===== src/rtl/dma_pkg.sv =====
// -----------------------------------------------------------------------------
// dma_pkg
// Shared types and limits for the DMA channel arbiter slice.
//   DMA_MAX_CH   largest channel count the arbiter is built for
//   arb_state_e  states of the HRQ/HLDA handshake engine
// -----------------------------------------------------------------------------
package dma_pkg;

  localparam int DMA_MAX_CH = 16;

  typedef enum logic [1:0] {
    ARB_IDLE,     // no hold requested
    ARB_REQ,      // HRQ raised, waiting for HLDA
    ARB_GRANT,    // bus held, one channel acknowledged
    ARB_RELEASE   // HRQ dropped, waiting for the CPU to drop HLDA
  } arb_state_e;

endpackage


===== src/rtl/dma_priority_arbiter_if.sv =====
// -----------------------------------------------------------------------------
// dma_priority_arbiter_if
// Request/acknowledge bundle between the channel pins, the CPU hold handshake,
// timing control and the arbiter.
//   master : drives requests, configuration, HLDA and XFER_DONE
//   slave  : the arbiter; drives HRQ, DACK, ACT_CH and ACT_VALID
// -----------------------------------------------------------------------------
interface dma_priority_arbiter_if #(
  parameter int NUM_CH = 4
);
  localparam int CH_W = $clog2(NUM_CH);

  logic [NUM_CH-1:0] dreq;             // raw channel requests
  logic [NUM_CH-1:0] dreq_mask;        // 1 = channel ignored for new picks
  logic              rot_prio;         // 0 = fixed (ch0 highest), 1 = rotating
  logic              dreq_sense_low;   // 1 = DREQ pins are active-low
  logic              dack_sense_high;  // 1 = DACK pins are active-high
  logic              ctrl_disable;     // 1 = no new HRQ
  logic              hlda;             // hold acknowledge from CPU
  logic              xfer_done;        // service of granted channel ended
  logic              hrq;              // hold request to CPU
  logic [NUM_CH-1:0] dack;             // one-hot acknowledge, pin polarity
  logic [CH_W-1:0]   act_ch;           // granted channel index
  logic              act_valid;        // a channel is granted

  modport master (
    output dreq, dreq_mask, rot_prio, dreq_sense_low, dack_sense_high,
           ctrl_disable, hlda, xfer_done,
    input  hrq, dack, act_ch, act_valid
  );

  modport slave (
    input  dreq, dreq_mask, rot_prio, dreq_sense_low, dack_sense_high,
           ctrl_disable, hlda, xfer_done,
    output hrq, dack, act_ch, act_valid
  );

endinterface


===== src/rtl/dma_prio_pick.sv =====
// -----------------------------------------------------------------------------
// dma_prio_pick
// Combinational rotating priority search. Starting at index `top` and walking
// upward modulo NUM_CH, the first set request bit wins.
//   req    in   NUM_CH  effective (polarity-corrected, unmasked) requests
//   top    in   CH_W    highest-priority index for this search
//   hit    out  1       at least one request present
//   idx    out  CH_W    winning channel index (0 when !hit)
//   onehot out  NUM_CH  winning channel as a one-hot vector (0 when !hit)
// -----------------------------------------------------------------------------
module dma_prio_pick #(
  parameter  int NUM_CH = 4,
  localparam int CH_W   = $clog2(NUM_CH)
) (
  input  logic [NUM_CH-1:0] req,
  input  logic [CH_W-1:0]   top,
  output logic              hit,
  output logic [CH_W-1:0]   idx,
  output logic [NUM_CH-1:0] onehot
);

  // One extra bit so top + offset can exceed NUM_CH before wrapping.
  logic [CH_W:0] pos;

  // NOTE: every output of a combinational block gets a default before any
  // conditional assignment; otherwise paths that skip the assignment hold the
  // old value and a latch is inferred.
  always_comb begin
    hit    = 1'b0;
    idx    = '0;
    onehot = '0;
    pos    = '0;
    for (int i = 0; i < NUM_CH; i++) begin
      pos = {1'b0, top} + (CH_W+1)'(i);
      if (pos >= (CH_W+1)'(NUM_CH)) begin
        pos = pos - (CH_W+1)'(NUM_CH);
      end
      if (!hit && req[pos[CH_W-1:0]]) begin
        hit                   = 1'b1;
        idx                   = pos[CH_W-1:0];
        onehot[pos[CH_W-1:0]] = 1'b1;
      end
    end
  end

endmodule


===== src/rtl/dma_priority_arbiter.sv =====
// -----------------------------------------------------------------------------
// dma_priority_arbiter
// DMA channel arbiter and HRQ/HLDA bus-handshake engine for NUM_CH channels
// (2..DMA_MAX_CH). A channel request raises HRQ; once the CPU answers with
// HLDA the highest-priority pending channel is latched as a one-hot grant
// that drives DACK and selects that channel's address/count registers.
//   clk   in  1      system clock, all state on the rising edge
//   rst   in  1      asynchronous, active-high reset
//   bus   slave      dma_priority_arbiter_if: requests, mask, priority mode,
//                    pin polarities, HLDA, XFER_DONE in; HRQ, DACK, ACT_CH,
//                    ACT_VALID out
// -----------------------------------------------------------------------------
module dma_priority_arbiter
  import dma_pkg::*;
#(
  parameter int NUM_CH = 4
) (
  input logic                  clk,
  input logic                  rst,
  dma_priority_arbiter_if.slave bus
);

  localparam int CH_W = $clog2(NUM_CH);

  arb_state_e        state_q, state_d;
  logic [NUM_CH-1:0] grant_q, grant_d;
  logic [CH_W-1:0]   act_ch_q, act_ch_d;
  logic [CH_W-1:0]   top_q, top_d;

  logic [NUM_CH-1:0] req_eff;
  logic              req_any;
  logic [CH_W-1:0]   pick_top;
  logic              pick_hit;
  logic [CH_W-1:0]   pick_idx;
  logic [NUM_CH-1:0] pick_onehot;
  logic [CH_W-1:0]   top_after;

  // Requests as seen by arbitration: pin polarity removed, masked channels out.
  assign req_eff = (bus.dreq ^ {NUM_CH{bus.dreq_sense_low}}) & ~bus.dreq_mask;
  assign req_any = |req_eff;

  // Fixed priority is simply a rotating search that always starts at ch0, so
  // flipping rot_prio takes effect on the very next pick.
  assign pick_top = bus.rot_prio ? top_q : '0;

  dma_prio_pick #(
    .NUM_CH (NUM_CH)
  ) u_pick (
    .req    (req_eff),
    .top    (pick_top),
    .hit    (pick_hit),
    .idx    (pick_idx),
    .onehot (pick_onehot)
  );

  // The channel just serviced becomes lowest priority.
  assign top_after = (act_ch_q == CH_W'(NUM_CH - 1)) ? '0 : act_ch_q + CH_W'(1);

  always_comb begin
    state_d  = state_q;
    grant_d  = grant_q;
    act_ch_d = act_ch_q;
    top_d    = top_q;
    case (state_q)
      ARB_IDLE: begin
        if (req_any && !bus.ctrl_disable && !bus.hlda) begin
          state_d = ARB_REQ;
        end
      end
      ARB_REQ: begin
        if (bus.hlda && pick_hit) begin
          state_d  = ARB_GRANT;
          grant_d  = pick_onehot;
          act_ch_d = pick_idx;
        end else if (!req_any) begin
          // Request withdrawn before the bus was handed over.
          state_d = ARB_RELEASE;
        end
      end
      ARB_GRANT: begin
        // Once granted, request/mask changes are ignored; only completion or
        // a CPU revoke ends the grant. Completion wins if both coincide.
        if (bus.xfer_done) begin
          state_d = ARB_RELEASE;
          grant_d = '0;
          top_d   = top_after;
        end else if (!bus.hlda) begin
          state_d = ARB_IDLE;
          grant_d = '0;
        end
      end
      ARB_RELEASE: begin
        if (!bus.hlda) begin
          state_d = ARB_IDLE;
        end
      end
      default: begin
        state_d = ARB_IDLE;
        grant_d = '0;
      end
    endcase
  end

  // NOTE: state registers use non-blocking assignments so every register
  // samples the pre-edge values, independent of statement order.
  always_ff @(posedge clk or posedge rst) begin
    if (rst) begin
      state_q  <= ARB_IDLE;
      grant_q  <= '0;
      act_ch_q <= '0;
      top_q    <= '0;
    end else begin
      state_q  <= state_d;
      grant_q  <= grant_d;
      act_ch_q <= act_ch_d;
      top_q    <= top_d;
    end
  end

  // Decoded straight from the registered state, so the async reset drops
  // HRQ and ACT_VALID without waiting for a clock edge.
  assign bus.hrq       = (state_q == ARB_REQ) || (state_q == ARB_GRANT);
  assign bus.act_valid = (state_q == ARB_GRANT);
  assign bus.act_ch    = act_ch_q;
  assign bus.dack      = bus.dack_sense_high ? grant_q : ~grant_q;

endmodule


===== src/flat_wrapper.sv =====
// flat-port wrapper written by rule: the top's interface ports become plain ports
module dma_priority_arbiter_flat import dma_pkg::*;
#(
  parameter int NUM_CH = 4
)
  (clk, rst, bus_dreq, bus_dreq_mask, bus_rot_prio, bus_dreq_sense_low, bus_dack_sense_high, bus_ctrl_disable, bus_hlda, bus_xfer_done, bus_hrq, bus_dack, bus_act_ch, bus_act_valid);
  dma_priority_arbiter_if #(.NUM_CH(NUM_CH)) bus_i ();
  input logic clk;
  input logic rst;
  input wire logic [$bits(bus_i.dreq)-1:0] bus_dreq;
  input wire logic [$bits(bus_i.dreq_mask)-1:0] bus_dreq_mask;
  input wire logic [$bits(bus_i.rot_prio)-1:0] bus_rot_prio;
  input wire logic [$bits(bus_i.dreq_sense_low)-1:0] bus_dreq_sense_low;
  input wire logic [$bits(bus_i.dack_sense_high)-1:0] bus_dack_sense_high;
  input wire logic [$bits(bus_i.ctrl_disable)-1:0] bus_ctrl_disable;
  input wire logic [$bits(bus_i.hlda)-1:0] bus_hlda;
  input wire logic [$bits(bus_i.xfer_done)-1:0] bus_xfer_done;
  output wire logic [$bits(bus_i.hrq)-1:0] bus_hrq;
  output wire logic [$bits(bus_i.dack)-1:0] bus_dack;
  output wire logic [$bits(bus_i.act_ch)-1:0] bus_act_ch;
  output wire logic [$bits(bus_i.act_valid)-1:0] bus_act_valid;
  assign bus_i.dreq = bus_dreq;
  assign bus_i.dreq_mask = bus_dreq_mask;
  assign bus_i.rot_prio = bus_rot_prio;
  assign bus_i.dreq_sense_low = bus_dreq_sense_low;
  assign bus_i.dack_sense_high = bus_dack_sense_high;
  assign bus_i.ctrl_disable = bus_ctrl_disable;
  assign bus_i.hlda = bus_hlda;
  assign bus_i.xfer_done = bus_xfer_done;
  assign bus_hrq = bus_i.hrq;
  assign bus_dack = bus_i.dack;
  assign bus_act_ch = bus_i.act_ch;
  assign bus_act_valid = bus_i.act_valid;
  dma_priority_arbiter #(.NUM_CH(NUM_CH)) u_core (.clk(clk), .rst(rst), .bus(bus_i));
endmodule

===== config.mk =====
export PLATFORM = sky130hd
export DESIGN_NAME = dma_priority_arbiter_flat
export DESIGN_NICKNAME = d
export VERILOG_FILES = /design/src/rtl/dma_pkg.sv /design/src/rtl/dma_priority_arbiter_if.sv /design/src/rtl/dma_prio_pick.sv /design/src/rtl/dma_priority_arbiter.sv /design/src/flat_wrapper.sv
export SDC_FILE = /design/constraint.sdc
export NUM_CORES = 1
export LEC_CHECK = 0
export ABC_AREA = 0
export CAP_MARGIN = 20
export CORE_ASPECT_RATIO = 1.75
export CORE_MARGIN = 2
export CORE_UTILIZATION = 48
export CTS_BUF_LIST = sky130_fd_sc_hd__clkbuf_16
export CTS_CLUSTER_DIAMETER = 200
export DETAILED_ROUTE_END_ITERATION = 8
export PLACE_DENSITY = 0.84
export SLEW_MARGIN = 20
export SYNTH_ARGS = -nofsm -noshare
export SYNTH_HDL_FRONTEND = slang
export SYNTH_SLANG_ARGS = --single-unit

===== constraint.sdc =====
create_clock -name clk -period 2.5 [get_ports clk]
set_input_delay 0.5 -clock clk [delete_from_list [all_inputs] [get_ports clk]]
set_output_delay 0.5 -clock clk [all_outputs]
set_load 0.005 [all_outputs]

== After elaboration in Yosys (flattened, before gate mapping) ==
Cells that the tools add are included.
Storage, ports and cells
  register bits after elaboration: 10
  bits of input ports: 16
  output and inout bits: 8
Cells by class
  add/sub/neg operators: 8
  magnitude comparators: 12
  eq/ne operators: 8
  muxes and demuxes: 45
  bitwise logic cells: 7
  reductions and logical operators: 23
Operators with widths (number)
  2-to-1 mux 4 bit: 8
  2-to-1 mux 2 bit: 15
  < comparator 2 x 3 -> 1 bit (second input constant): 4
  2-to-1 mux 1 bit: 12
  bitwise OR 4 bit: 3
  logical AND 1 bit: 10
  >= comparator 3 bit (second input constant): 3
  binary-select mux 1 bit (select 2 bit): 4
  demux 1 bit (select 2 bit): 4
  >= comparator 2 x 1 -> 1 bit (second input constant): 4
  NOT 4 bit: 2
  one-hot mux 2 bit (4 select lines): 1
  one-hot mux 4 bit (2 select lines): 1
  subtractor 2 x 1 -> 2 bit (second input constant): 4
  adder 2 x 2 -> 3 bit (second input constant): 2
  == test 2 bit (second input constant): 3
  inequality test 3 bit (second input constant): 2
  AND reduction 2 bit: 3
  logical NOT 1 bit: 5
  bitwise AND 4 bit: 1
  inequality test 2 x 1 -> 1 bit (second input constant): 2
  OR reduction 4 bit: 1
  XOR 4 bit: 1
  adder 2 x 1 -> 3 bit (second input constant): 1
  other kinds (7): 7

== Logic depth before layout (Yosys ltp) ==
Gate-level depths: netlist of the first run.
  depth after elaboration: 18
  gate-level depth with buffers: 11

== Modules after synthesis ==
Synthesis of the first run repeated with hierarchy kept, for this count alone.
Unflattened totals
  cells, all modules: 127
  area total of the unflattened synthesis: 1202.4 µm²
Modules (own cells, without submodules)
  dma_priority_arbiter: instances 1, cells each 82, area an instance 780.7 µm², seq. area each 250.2 µm²
  dma_prio_pick: instances 1, cells each 45, area an instance 421.7 µm², seq. area each 0.0 µm²

== Worst setup path before layout of the first run ==
No wires, ideal clock.
  kind: input -> register
  from: input bus_rot_prio
  to: register u_core.grant_q[0]
  data arrival time: 2.774 ns
  setup slack: -0.398 ns
  stages: 11
  path buffers: 4
  cell sequence: and2_1 buf_6 clkbuf_1 ha_1 buf_2 nor4_1 or4_1 buf_2 a21o_1 o221a_1 a211o_1
On the way
  longest elaborated chain between the ends: 18
  elaborated cells between the ends (all ways): 66
  those cells by class: 7 x add/sub; 12 x order compare; 1 x eq/ne; 31 x mux; 3 x bitwise; 12 x reduce/logical
Ends and longest elaborated chain
  start: declaration: line flat_wrapper.sv:12  | input wire logic [$bits(bus_i.rot_prio)-1:0] bus_rot_prio;
  2-to-1 mux 2 bit *: line dma_priority_arbiter.sv:44  | assign pick_top = bus.rot_prio ? top_q : '0;
  parallel branches: the longest is 17 deep, another holds adder 2 x 1 -> 3 bit
  end signal: assignment: line dma_priority_arbiter.sv:114  | grant_q <= grant_d;
  end: declaration: line dma_priority_arbiter.sv:26  | logic [NUM_CH-1:0] grant_q, grant_d;
Every way passes the cells marked *. The select of a mux whose other input is x is not followed.
A chain may end at the register's enable or synchronous reset.

== Final worst setup path of the first run ==
  from: input bus_dreq_mask[3]
  to: register u_core.grant_q[0]
On the way
  longest elaborated chain between the ends: 17
  elaborated cells between the ends (all ways): 32
  those cells by class: 1 x eq/ne; 18 x mux; 5 x bitwise; 8 x reduce/logical
Ends and longest elaborated chain
  start: declaration: line flat_wrapper.sv:11  | input wire logic [$bits(bus_i.dreq_mask)-1:0] bus_dreq_mask;
  NOT 4 bit *: line dma_priority_arbiter.sv:39  | assign req_eff = (bus.dreq ^ {NUM_CH{bus.dreq_sense_low}}) & ~bus.dreq_mask;
  bitwise AND 4 bit *: line dma_priority_arbiter.sv:39
  binary-select mux 1 bit (select 2 bit): line dma_prio_pick.sv:38  | if (!hit && req[pos[CH_W-1:0]]) begin
  2-to-1 mux 1 bit (implied by the code): line dma_prio_pick.sv:38
  2-to-1 mux 1 bit: line dma_prio_pick.sv:38
  logical NOT 1 bit: line dma_prio_pick.sv:38
  logical AND 1 bit: line dma_prio_pick.sv:38
  2-to-1 mux 1 bit: line dma_prio_pick.sv:38
  logical NOT 1 bit: line dma_prio_pick.sv:38
  logical AND 1 bit: line dma_prio_pick.sv:38
  2-to-1 mux 1 bit: line dma_prio_pick.sv:38
  logical NOT 1 bit: line dma_prio_pick.sv:38
  logical AND 1 bit: line dma_prio_pick.sv:38
  2-to-1 mux 1 bit: line dma_prio_pick.sv:38
  logical AND 1 bit: line dma_priority_arbiter.sv:71  | if (bus.hlda && pick_hit) begin
  inequality test 2 x 1 -> 1 bit (no line)
  AND reduction 3 bit (no line)
Mark *: on every way between the ends. The rest lies on a longest branch, timed or not. The select of a mux whose other input is x is not followed.

==> results.toml, run 1 <==
[routing]
drc_errors = 0
vias = 1733
viasPerCell = 6.72
dr.pass1.iters = 4
drt-wirelength-per-cell_um = 19.6
postRouteWirelength_um = 5050
drt-initial-drc-count = 87
ant_nets = 0

[timing]
max_slew_margin_pct = 56.8
period_share_pct = 97.0
finalClockSkew_ns = 0.00359
maxSlewViolCount = 0
rsz0062_at_grt = "no"
max_freq_mhz = 412
period_minus_slack_ns = 2.43
holdWs_ns = 0.501
tightest_slew_ns = 0.639
fin_ws_ns = 0.0748
setup-violations-final = 0
finalHoldViolCount = 0

[floorplanning]
die_height_um = 75.6
ioPinCount = 24
coreArea_um2 = 2860
dieArea_um2 = 3400
die_x_um = 44.9
initial_core_util_pct = 49.1
core.rowCount = 26

[yosys]
synth_top_area_share_pct = 17.8
synth_top_family_by_area = "compound AO/OA/AOI/OAI gates"
synth-main-ff-cell = "dfrtp_1"
ys_seq_area_share_pct = 17.8
ys_types = 50
synthMuxAreaShare_pct = 1.60
synth_xor_area_share_pct = 8.10
synthArstFlopShare_pct = 100
synth_edf_count = 0
yosys.area.top_type = "dfrtp_1"
synth-adder-area-share_pct = 11.6
syn_nets = 200
syn_avg_cell_area_um2 = 8.22
synth_warnings = 0
synth-compound-area-share_pct = 35.9
synth.area.top_cells = "dfrtp_1 18%, ha_1 12%, xnor2_1 4.4%, a21o_1 3.7%, o211ai_1 3.7%"
synth_area_um2 = 1410
synthSimpleGateAreaFrac_pct = 17.1
synth_seq_cells = 10
synth_cells = 171

[flow_run]
max_cap_viol_count = 0

[min_path]
hold_depth = 2
hold_end = "u_core.top_q[0]"
hp-start = "u_core.top_q[0]"
min_path_type = "flop to flop"

[worst_setup_path]
r2r-end = "u_core.grant_q[2]"
endpoint_kind = "flop"
crit_required_ns = 2.62
rr_startpoint = "u_core.top_q[0]"
cp-start-kind = "primary input"
r2r_slack_ns = 0.15
crit_arrival_ns = 2.55
worstRegToRegCells = 8
worstPathMaxFanout = 6
path_class = "primary input to flop"

[layout]
layout.nets = 261
diodes = 0
area_growth_pct = 53.9
drive_gt1_share_pct = 32.6
nFillCells = 185

[global_routing]
grt_pass1_wl_um = 7400
busiest_layer = "met2"
grt_use_total_pct = 29.0
grtUsageMet1_pct = 28.4
grt_pass1_vias = 1705
grt-ovfl-total = 0
grt_start_max_net_pins = 15
grtUsageMet3_pct = 4.50
use_met2_pct = 59.1
antenna_found_initial = 0

[place]
gp_congestion = 0.938
dpl.hpwl_um = 3420
io_buffers = 23
dp_slack_ns = -0.540

[power]
ir_worst_vdd_v = 0.000824
power_density_nw_per_um2 = 965
p_leak_uw = 0.000972

[clock_tree]
htree_levels = 1
clk_pin_slew_ns = 0.04
clockBufferDepth = 2
cts_made_buffers = 3
worstSkewPairLatency_ns = 0.24
cts_root_buf = "clkbuf_16"
cts_tree = "built"
cts_num_sinks = 10

[run_status]
status = "completed"
## layer usage
| layer | vias to the layer above | share of wire, % |
|---|---|---|
| met5 | - | 0 |
| met4 | 0 | 3.7 |
| met3 | 27 | 5.1 |
| met2 | 93 | 57 |
| met1 | 838 | 34 |
| li1 | 775 | - |
## report_power, final
| group | internal [uW] | total (uW) | switching [uW] |
|---|---|---|---|
| Clock | 208 | 282 | 75.0 |
| Sequential | 241 | 312 | 71.0 |
| Combinational | 763 | 1490 | 732 |
| Total | 1210 | 2090 | 878 |
## synthesized netlist by cell type, drive strengths merged (2+ instances only)
cell / instances
a2111oi: 4
a211o: 2
a211oi: 3
a21o: 7
a21oi: 8
a32o: 2
a32oi: 2
and2: 2
buf: 6
clkbuf: 5
dfrtp: 10
ha: 13
inv: 13
mux2: 2
nand2: 12
nand2b: 2
nor2: 8
nor2b: 4
nor3: 5
nor4: 3
nor4b: 4
o211ai: 7
o21ai: 9
o221a: 2
o221ai: 2
o22a: 3
o31ai: 3
o32a: 2
or4: 2
xnor2: 9
## registers in the layout (all words and copies together) (netlist names)
signal             cells
u_core.top_q           2
u_core.bus.act_ch      2
u_core.grant_q         4
u_core.state_q         2
## cell type report
| type | count | area, um2 | area share [%] |
|---|---|---|---|
| clock buffers | 3 | 75.1 | 3.47 |
| inverters | 13 | 48.8 | 2.25 |
| multi-input cells | 138 | 1190 | 55.0 |
| flip-flops and latches | 10 | 250 | 11.6 |
| well taps | 28 | 35.0 | 1.62 |
| repair buffers | 66 | 564 | 26.1 |
## worst max-delay path by stage
stage	start	endpoint	slack (ns)	depth (start not counted)
2_1_floorplan	bus_rot_prio	u_core.grant_q[0]	-0.17	11
5_1_grt	bus_dreq_mask[2]	u_core.grant_q[2]	0.02	7
3_3_place_gp	bus_rot_prio	u_core.grant_q[0]	-0.43	8
3_5_place_dp	bus_rot_prio	u_core.grant_q[0]	-0.54	8
4_1_cts	bus_dreq[1]	u_core.grant_q[0]	0.005	7
6_report	bus_dreq_mask[3]	u_core.grant_q[0]	0.07	7
## cells in the final DEF (no fill, tap or decap), types with 4 or more instances in the layout
cell             instances
nand2_1                 11
nor4b_1                  4
o21ai_0                  7
nor3_1                   4
inv_1                   13
nor2_1                   6
dfrtp_1                 10
a21oi_1                  6
o211ai_1                 7
xnor2_1                  5
clkdlybuf4s50_1         17
buf_4                   40
ha_1                    12
a21o_1                   7
## per-stage QoR
step	instances	util (%)	power (uW)	TNS [ns]	instance area, um2
2_1_floorplan	171	-	1120	-0.474	1480
3_3_place_gp	251	68.0	1580	-2.29	1950
3_5_place_dp	251	68.0	1630	-2.79	1950
4_1_cts	255	71.9	1980	0	2060
5_1_grt	258	75.6	2230	0	2160
6_report	258	75.6	2090	0	2160
## cells by family after synthesis
logic type / after synthesis
adder cells (fa/ha/maj): 13
multiplexers: 2
flip-flops: 10
AO/OA/AOI/OAI: 67
AND/OR/NAND/NOR: 45
XOR/XNOR: 10
buffers and inverters: 24
## what timing repair did
item,in CTS,in global routing
cloned,1,0
hold buffers,0,0
setup buffers,0,3
hold endpoints to repair,0,0
setup endpoints to repair,6,6
resized for setup,12,22
pin swaps,3,14
## critical path: stages
cell             delay, ns
clkdlybuf4s50_1       0.50
nor2b_2               0.05
or4_4                 0.54
o211ai_1              0.26
a21oi_2               0.16
a32o_1                0.26
a211o_1               0.26
No activity file was read; power rests on OpenSTA's default activity.
==> run 2, diff against run 1 <==
--- a/config.mk
+++ b/config.mk
@@ -5,13 +5,14 @@
 export SDC_FILE = /design/constraint.sdc
 export NUM_CORES = 1
 export LEC_CHECK = 0
-export ABC_AREA = 0
+export ABC_AREA = 1
 export CAP_MARGIN = 20
 export CORE_ASPECT_RATIO = 1.75
 export CORE_MARGIN = 2
-export CORE_UTILIZATION = 48
+export CORE_UTILIZATION = 47
 export CTS_BUF_LIST = sky130_fd_sc_hd__clkbuf_16
 export CTS_CLUSTER_DIAMETER = 200
+export CTS_CLUSTER_SIZE = 30
 export DETAILED_ROUTE_END_ITERATION = 8
 export PLACE_DENSITY = 0.84
 export SLEW_MARGIN = 20
==> run 2 against run 1 <==
Effect of this change: critical path depth fell by 4; critical path type is now primary input to primary output; largest power group unchanged; highest routed layer unchanged; sequential cell count did not move; fmax rose by 8.1%.
==> results.toml, run 2 <==
[routing]
viasPerCell = 5.32
vias = 1197
dr.pass1.iters = 4
drt-initial-drc-count = 23
drc_errors = 0
ant_nets = 0
postRouteWirelength_um = 2630
drt-wirelength-per-cell_um = 11.7

[layout]
stdcell_area_um2 = 1580
final_common_cell = "nand2_1"
area_growth_pct = 28.4
diodes = 0
regMostFlops = "u_core.grant_q"
final_cell_mix = "44 x nand2_1, 25 x nand3_1, 23 x clkdlybuf4s50_1"
largest_reg_flops = 4
drive_gt1_share_pct = 19.6
layout.nets = 230
utilization_pct = 63.4

[place]
placed_area_um2 = 1510
io_buffers = 23
dpl.hpwl_um = 2210
gp_congestion = 0.885

[yosys]
synthSimpleGateAreaFrac_pct = 48.1
synth_top_area_share_pct = 20.3
synth_area_um2 = 1230
syn_nets = 201
yosys.area.top_type = "dfrtp_1"
synthMuxAreaShare_pct = 0
synth_top_family_by_area = "simple AND/OR/NAND/NOR gates"
syn_avg_cell_area_um2 = 7.16
synth-compound-area-share_pct = 6.50
yosysMostFrequentCell = "nand2_1"
synth_xor_area_share_pct = 2.85
synth-main-ff-cell = "dfrtp_1"
ys_seq_area_share_pct = 20.3
synth_seq_cells = 10
synthArstFlopShare_pct = 100
synth_edf_count = 0
synth_cells = 172
synth.area.top_cells = "dfrtp_1 20%, nand2_1 13%, ha_1 13%, nand3_1 10%, inv_1 6.7%"
ys_types = 27
synth_common_cells = "44 x nand2_1, 25 x nand3_1, 22 x inv_1"
synth-adder-area-share_pct = 13.2
synth_warnings = 0

[clock_tree]
worstSkewPairLatency_ns = 0.24
cts_root_buf = "clkbuf_16"
cts_hold_buffers = 0
clk_pin_slew_ns = 0.04
htree_levels = 1
clockBufferDepth = 2
cts_made_buffers = 3
postCtsSetupRepairBufs = 0
cts_tree = "built"
post_cts_resized = 0
cts_num_sinks = 10

[worst_setup_path]
rr_startpoint = "u_core.top_q[0]"
endpoint_kind = "primary output"
crit_chain = "clkdlybuf4s50_1 -> xnor2_1 -> clkdlybuf4s50_1"
worstPathMaxFanout = 4
r2r-end = "u_core.bus.act_ch[1]"
worstRegToRegCells = 11
critPathSlowestCell = "clkdlybuf4s50_1"
cp-start-kind = "primary input"
slowest_delay_ns = 0.58
cpMostUsedCell = "clkdlybuf4s50_1"
r2r_slack_ns = 0.73
crit_required_ns = 2.00
crit_arrival_ns = 1.74
path_class = "primary input to primary output"

[floorplanning]
die_height_um = 71.7
coreArea_um2 = 2490
ioPinCount = 24
dieArea_um2 = 3060
core.rowCount = 24
initial_core_util_pct = 49.4
die_x_um = 42.7

[power]
power_uw = 1630
power_density_nw_per_um2 = 1030
p_leak_uw = 0.000829
ir_worst_vdd_v = 0.000437

[timing]
setup-tns-final_ns = 0
finalClockSkew_ns = 0.00144
period_share_pct = 89.7
finalHoldViolCount = 0
period_minus_slack_ns = 2.24
max_freq_mhz = 446
tightest_slew_ns = 0.363
maxSlewViolCount = 0
max_slew_margin_pct = 75.8
rsz0062_at_grt = "no"
setup-violations-final = 0

[global_routing]
grt_use_total_pct = 19.6
use_met2_pct = 38.4
grt_pass1_vias = 1201
grtUsageMet3_pct = 1.51
grt-ovfl-total = 0
antenna_found_initial = 0
grt_start_max_net_pins = 11
grt_pass1_wl_um = 4640
busiest_layer = "met2"
grtUsageMet1_pct = 18.0

[run_status]
status = "completed"

[min_path]
hold_end = "u_core.grant_q[0]"
min_path_type = "flop to flop"
hp-start = "u_core.grant_q[0]"
hold_depth = 2

[flow_run]
max_cap_viol_count = 0
[run 2: cell types whose count changed after synthesis, moves of 5 or more]
cell / before / now
o21ai_0: 8 / 1
nand3_1: 1 / 25
o211ai_1: 7 / 2
nand4_1: 0 / 7
nand3_2: 0 / 8
nand2_2: 0 / 7
nand2_1: 12 / 44
inv_2: 0 / 5
inv_1: 13 / 22
a21oi_1: 8 / 1
a21o_1: 7 / 0
[run 2: worst max-delay path by stage]
stage,startpoint,slack (ns),to,cells after the start
after floorplan,bus_rot_prio,0.74,u_core.bus.act_ch[0],12
after global placement,bus_rot_prio,0.22,u_core.bus.act_ch[0],13
after detailed placement,bus_rot_prio,0.17,u_core.bus.act_ch[1],12
after CTS,bus_dack_sense_high,0.25,bus_dack[2],3
after global routing,bus_dack_sense_high,0.17,bus_dack[2],3
final,bus_dack_sense_high,0.26,bus_dack[2],3
[run 2: cell type report]
class | instances | area (um2)
clock buffers | 3 | 75.1
flip-flops and latches | 10 | 250
repair buffers | 25 | 245
fillers | 216 | 912
inverters | 28 | 108
multi-input cells | 133 | 870
well taps | 26 | 32.5
[run 2: kinds of logic after synthesis]
group | count (synthesis)
adders and majority gates | 13
buffers and inverters | 29
and+or+nand+nor | 106
DFF | 10
AOI/OAI and AO/OA | 10
xor gates and xnor gates | 4
[run 2: worst max-delay path: cells and delay by family]
family / cells / cell delay [ns]
buffers and inverters: 2 / 1.10
xor gates and xnor gates: 1 / 0.14
[run 2: where the power goes]
part | internal [uW] | leakage [uW] | switching [uW]
Sequential | 236 | 0.000126 | 65.4
Combinational | 450 | 0.000667 | 598
Clock | 207 | 0.0000370 | 70.7
Total | 893 | 0.000829 | 735
[run 2: metrics by stage]
step,setup slack (ns),cells,hold WS [ns]
finish,0.257,225,0.495
global route,0.173,225,0.525
CTS,0.246,225,0.500
detailed placement,0.170,222,0.489
global placement,0.225,222,0.483
floorplan,0.736,172,0.340
[run 2: per-layer routing]
| layer | vias to the layer above | part of all wire [%] | routed length [um] |
|---|---|---|---|
| met5 | - | 0 | 0 |
| met4 | 0 | 3.0 | 78 |
| met3 | 8 | 2.5 | 65 |
| met2 | 27 | 58 | 1520 |
| met1 | 542 | 37 | 959 |
| li1 | 620 | - | - |
